<file path="src/rtl/regfile_pkg.sv">
// Shared constants and write-path state encoding for the register file.
package regfile_pkg;

  localparam int ADDR_W   = 5;
  localparam int DATA_W   = 64;
  localparam int NUM_REGS = 1 << ADDR_W;
  localparam int ZERO_REG = 31;

  typedef enum logic [1:0] {
    EMPTY = 2'd0,
    FULL  = 2'd1,
    SKID  = 2'd2
  } wr_state_t;

endpackage

</file>
<file path="src/rtl/decoder_5to32.sv">
// Combinational one-hot address decoder with enable; all-zero when disabled.
module decoder_5to32 #(
  parameter int ADDR_W = 5
) (
  input  logic                   en,
  input  logic [ADDR_W-1:0]      addr,
  output logic [(1<<ADDR_W)-1:0] onehot
);

  // One bit per register, selected by addr when enabled
  always_comb begin
    onehot = '0;
    if (en) onehot[addr] = 1'b1;
  end

endmodule

</file>
<file path="src/rtl/regfile_write_demux.sv">
// Write-side demux: valid/ready intake, one-entry skid buffer, registered
// one-hot word enable toward the register array. Writes to the zero
// register are swallowed and counted instead of being forwarded.
module regfile_write_demux
  import regfile_pkg::*;
#(
  parameter int ADDR_W   = regfile_pkg::ADDR_W,
  parameter int DATA_W   = regfile_pkg::DATA_W,
  parameter int ZERO_REG = regfile_pkg::ZERO_REG
) (
  input  logic                   clk,
  input  logic                   reset,
  input  logic                   in_valid,
  output logic                   in_ready,
  input  logic [ADDR_W-1:0]      in_addr,
  input  logic [DATA_W-1:0]      in_data,
  input  logic                   stall,
  output logic                   out_valid,
  output logic [(1<<ADDR_W)-1:0] en_out,
  output logic [ADDR_W-1:0]      out_addr,
  output logic [DATA_W-1:0]      data_out,
  output logic [7:0]             zero_wr_cnt
);

  localparam int NREGS = 1 << ADDR_W;

  function automatic logic [7:0] sat_inc(input logic [7:0] v);
    return (v == 8'hFF) ? v : v + 8'd1;
  endfunction

  wr_state_t             state, nxt_state;
  logic [ADDR_W-1:0]     skid_addr_p1;
  logic [DATA_W-1:0]     skid_data_p1;

  logic                  accept, is_zero, acc_wr;
  logic                  load_out_in, load_out_skid, load_skid_in;
  logic                  nxt_valid;
  logic [ADDR_W-1:0]     nxt_addr;
  logic [NREGS-1:0]      nxt_en;

  // in_ready comes straight from the state register
  assign in_ready = (state != SKID);
  assign accept   = in_valid & in_ready;
  assign is_zero  = (in_addr == ADDR_W'(ZERO_REG));
  assign acc_wr   = accept & ~is_zero;

  // State register
  always_ff @(posedge clk) begin
    if (reset) state <= EMPTY;
    else       state <= nxt_state;
  end

  // Next state and load steering for output stage and skid entry
  always_comb begin
    nxt_state     = state;
    load_out_in   = 1'b0;
    load_out_skid = 1'b0;
    load_skid_in  = 1'b0;
    unique case (state)
      EMPTY: begin
        if (acc_wr) begin
          load_out_in = 1'b1;
          nxt_state   = FULL;
        end
      end
      FULL: begin
        if (!stall) begin
          if (acc_wr) load_out_in = 1'b1;
          else        nxt_state   = EMPTY;
        end else if (acc_wr) begin
          load_skid_in = 1'b1;
          nxt_state    = SKID;
        end
      end
      SKID: begin
        if (!stall) begin
          load_out_skid = 1'b1;
          nxt_state     = FULL;
        end
      end
      default: nxt_state = EMPTY;
    endcase
  end

  // Address that the output stage will hold after this edge
  always_comb begin
    nxt_addr = out_addr;
    if (load_out_in)        nxt_addr = in_addr;
    else if (load_out_skid) nxt_addr = skid_addr_p1;
  end

  assign nxt_valid = (nxt_state != EMPTY);

  decoder_5to32 #(.ADDR_W(ADDR_W)) u_dec (
    .en     (nxt_valid),
    .addr   (nxt_addr),
    .onehot (nxt_en)
  );

  // ---- stage p1: output register and skid entry ----
  // Output stage and skid buffer; contents are dropped on reset
  always_ff @(posedge clk) begin
    if (reset) begin
      out_valid    <= 1'b0;
      en_out       <= '0;
      out_addr     <= '0;
      data_out     <= '0;
      skid_addr_p1 <= '0;
      skid_data_p1 <= '0;
    end else begin
      out_valid <= nxt_valid;
      en_out    <= nxt_en;
      out_addr  <= nxt_addr;
      if (load_out_in)        data_out <= in_data;
      else if (load_out_skid) data_out <= skid_data_p1;
      if (load_skid_in) begin
        skid_addr_p1 <= in_addr;
        skid_data_p1 <= in_data;
      end
    end
  end

  // Saturating count of accepted zero-register writes
  always_ff @(posedge clk) begin
    if (reset)                zero_wr_cnt <= 8'd0;
    else if (accept & is_zero) zero_wr_cnt <= sat_inc(zero_wr_cnt);
  end

endmodule

</file>
<file path="config.mk">
export PLATFORM = sky130hd
export DESIGN_NAME = regfile_write_demux
export DESIGN_NICKNAME = d
export VERILOG_FILES = /design/src/rtl/regfile_pkg.sv /design/src/rtl/decoder_5to32.sv /design/src/rtl/regfile_write_demux.sv
export SDC_FILE = /design/constraint.sdc
export NUM_CORES = 1
export LEC_CHECK = 0
export ABC_AREA = 1
export CAP_MARGIN = 10
export CORE_MARGIN = 2
export CORE_UTILIZATION = 40
export CTS_BUF_LIST = sky130_fd_sc_hd__clkbuf_4 sky130_fd_sc_hd__clkbuf_8
export DETAILED_ROUTE_END_ITERATION = 10
export PLACE_DENSITY = 0.67
export SLEW_MARGIN = 20
export SYNTH_ARGS = -nofsm -noshare
export SYNTH_HDL_FRONTEND = slang
export SYNTH_HIERARCHICAL = 1
export SYNTH_SLANG_ARGS = --single-unit
export TNS_END_PERCENT = 50
</file>
<file path="constraint.sdc">
create_clock -name clk -period 2.3 [get_ports clk]
set_input_delay 0.46 -clock clk [delete_from_list [all_inputs] [get_ports clk]]
set_output_delay 0.46 -clock clk [all_outputs]
set_load 0.03 [all_outputs]
</file>
==> metrics.csv <==
stage,metric,value,unit
clock_network,CTS buffer count,17,
synth,Yosys Warn Count,6,
sta,RSZ-0062 raised after global routing,false,
cells_and_area,design area,0.0103,mm^2
synth,synthesized cell area,0.00773,mm^2
global_route,vias in the first global route,6655,
sta,TNS Setup,0,ns
sta,Setup Viol. Count Final,0,
power,Total Power,6780,uW
critical_path,Critical Path Start Type,flip-flop,
die,Die H,143,um
sta,fmax,0.476,GHz
critical_path,Worst path slowest cell,clkdlybuf4s50_1,
critical_path,worst-path maximum fanout,7,
routing,DR DRC count,0,
sta,Setup Skew,0.0100,ns
cells_and_area,antenna cells,0,
clock_network,setup bufs post-CTS,0,
critical_path,Worst Path Buf+Inv,1,
critical_path,crit path DAT,1.64,ns
die,Die W,143,um
global_route,met2 Usage GRT,0.318,
synth,Synth Area in Simple Gates,0.286,
sta,Final min period,2.10,ns
synth,largest family of logic cells by synthesized area,simple AND/OR/NAND/NOR gates,
placement,Post-Place Worst Slack,-0.168,ns
cells_and_area,register area,0.00362,mm^2
critical_path,Crit. End Element,output pin,
placement,placer congestion estimate,0.823,
placement,cell area after placement,0.00991,mm^2
synth,Seq cells post-synth,181,
synth,Synth Area in Compound Gates,0.102,
synth,syn_nets,1211,
synth,Unique masters post-synth,21,
critical_path,CP Cell Sequence,clkdlybuf4s50_1,
routing,Iteration-0 DRC Markers,400,
synth,Post-synth EDFFs,0,
routing,Post-Route WL,20.7,mm
clock_network,Root Buffer,clkbuf_8,
critical_path,WS Path Type,reg -> out,
power,Peak VDD IR,0.334,mV
power,Lkg Pwr,0.00415,uW
cells_and_area,fill count,1848,
power,Pwr Density,657,mW/mm^2
clock_network,clk buf depth,2,
synth,Async SR Flop Fraction,0,
global_route,first-pass GRT wire length,33.5,mm
placement,hpwl dp,13.0,mm
global_route,initial antenna violation count,0,
critical_path,"CP delay by family, top",buffers and inverters,
clock_network,CTS tree,done,
run,Max-cap violations,0,
sta,post-route clock period utilization,0.913,
routing,Via density,4.68,
synth,Synth top area share,0.469,
sta,Tightest Pin Transition,0.797,ns
sta,final worst slack,0.201,ns
global_route,"Remaining Overflow, GRT",0,
synth,Syn Inst Count,1137,
critical_path,critical path's largest stage delay,0.72,ns
synth,Synth area leaders,"dfxtp_1 47%, nor2_1 13%, inv_1 9.2%",
die,Row Count,50,
synth,post-synthesis mux area share,0,
synth,post-synthesis xor/xnor area fraction,0.00453,
global_route,largest net degree at the start of global routing,113,
die,Core ar.,0.0188,mm^2
routing,DRT Pass-1 Iters,4,
cells_and_area,Layout area overhead,33.3,%
placement,placed cell count,1546,
global_route,grt met1 use,0.270,
status,status,completed,
clock_network,H-tree levels,4,
global_route,Top Usage Layer GRT,met2,
cells_and_area,share of cells above drive strength 1,0.0615,
clock_network,Clock Sinks,181,
cells_and_area,Non-Filler Instances,1578,
synth,sequential-to-total area share from yosys stat,0.469,
global_route,met3 GRT Util,0.0691,
sta,final hold violations,0,
sta,Max Slew Vio Count,0,
synth,Adder-Cell Fraction of Synth Area,0.00162,
cells_and_area,nets@finish,1379,
clock_network,clock-pin slew of the registers on the worst-case setup and hold paths,0.10,ns
routing,Routed Antenna Nets,0,
synth,Main synth FF type,dfxtp_1,
cells_and_area,footprint of the multi-input gates,0.00308,mm^2
die,Initial Utilization,0.411,
routing,wire per inst,13.1,um
synth,Mapped Avg Cell Area,6.80,um^2
die,Die ar.,0.0205,mm^2
clock_network,worst-skew pair later-pin latency,0.46,ns
sta,Max-slew headroom,0.469,
global_route,total track usage,0.204,
critical_path,CP Data Required Time,1.84,ns
die,# IOs,184,
synth,Synth area leader,dfxtp_1,
routing,via count,7390,
placement,# port buffers,183,
min_path,Hold Crit Class,reg -> reg,
## synthesized netlist by cell type, types with 3 or more instances
cell type  instances
nand4_1           66
nand2_1          173
o21ai_1           41
dfxtp_1          181
buf_1              3
nand3_1           21
nor2_1           270
o21ai_0           35
xor2_1             4
inv_2              3
clkbuf_1          27
buf_4             13
a21oi_1           78
inv_1            189
buf_2             27
## routing by layer
layer | wire, um | up-vias
li1 | - | 3839
met1 | 9400 | 3318
met2 | 9110 | 214
met3 | 1850 | 19
met4 | 291 | 0
met5 | 0 | -
## area by class of cell
| cell class | count | area share |
|---|---|---|
| inverters | 192 | 0.0699 |
| clock inverters | 14 | 0.0147 |
| flip-flops and latches | 181 | 0.352 |
| well taps | 260 | 0.0316 |
| clock buffers | 18 | 0.0240 |
| multi-input cells | 694 | 0.299 |
| repair buffers | 219 | 0.210 |
## final timing paths
kind / slack [ns] / from / depth (start not counted) / end
max: 0.20 / zero_wr_cnt[5] / 1 / zero_wr_cnt[5]
min: 0.45 / skid_addr_p1[1] / 2 / skid_addr_p1[1]
max reg2reg: 0.42 / state[0] / 8 / data_out[14]
min reg2reg: 0.45 / skid_addr_p1[1] / 2 / skid_addr_p1[1]
## cell usage in the layout (no fill, tap or decap), drive strengths merged
cell type / Yosys / final
nor2: 271 / 271
ha: 1 / 1
xor2: 4 / 4
dfxtp: 181 / 181
nand3: 21 / 21
buf: 43 / 37
nor3: 1 / 1
nand2: 174 / 174
bufinv: 0 / 2
clkbuf: 27 / 18
clkinv: 0 / 7
a21boi: 1 / 1
o21ai: 76 / 76
clkdlybuf4s50: 0 / 181
clkinvlp: 0 / 1
nand4: 66 / 66
dlygate4sd2: 0 / 1
inv: 192 / 196
a31oi: 1 / 1
a21oi: 78 / 78
## where the power goes
part	internal, uW	switching, uW
combinational	493	714
sequential	3280	71.8
clock	1010	1210
## repair_timing
item | 4_1_cts | 5_1_grt
hold buffers | 0 | 0
pin swaps | 0 | 0
gates resized for setup | 1 | 1
setup endpoints to repair | 1 | 1
## cells by family after synthesis
group | after synthesis
DFF | 181
xor gates and xnor gates | 4
AOI/OAI and AO/OA | 156
adders and majority gates | 1
buffers and inverters | 262
and+or+nand+nor | 533
## per-stage QoR
stage          hold slack, ns  utilization
6_report                0.447        0.547
5_1_grt                 0.462        0.547
4_1_cts                 0.449        0.547
3_5_place_dp            0.435        0.526
3_3_place_gp            0.431        0.526
2_1_floorplan           0.424            -
## flip-flops by register name, indices dropped and copies added, names as in the netlist
register	cells
out_addr	5
data_out	64
en_out	32
skid_addr_p1	5
zero_wr_cnt	8
skid_data_p1	64
out_valid	1
state	2
No activity file was read; power rests on OpenSTA's default activity.
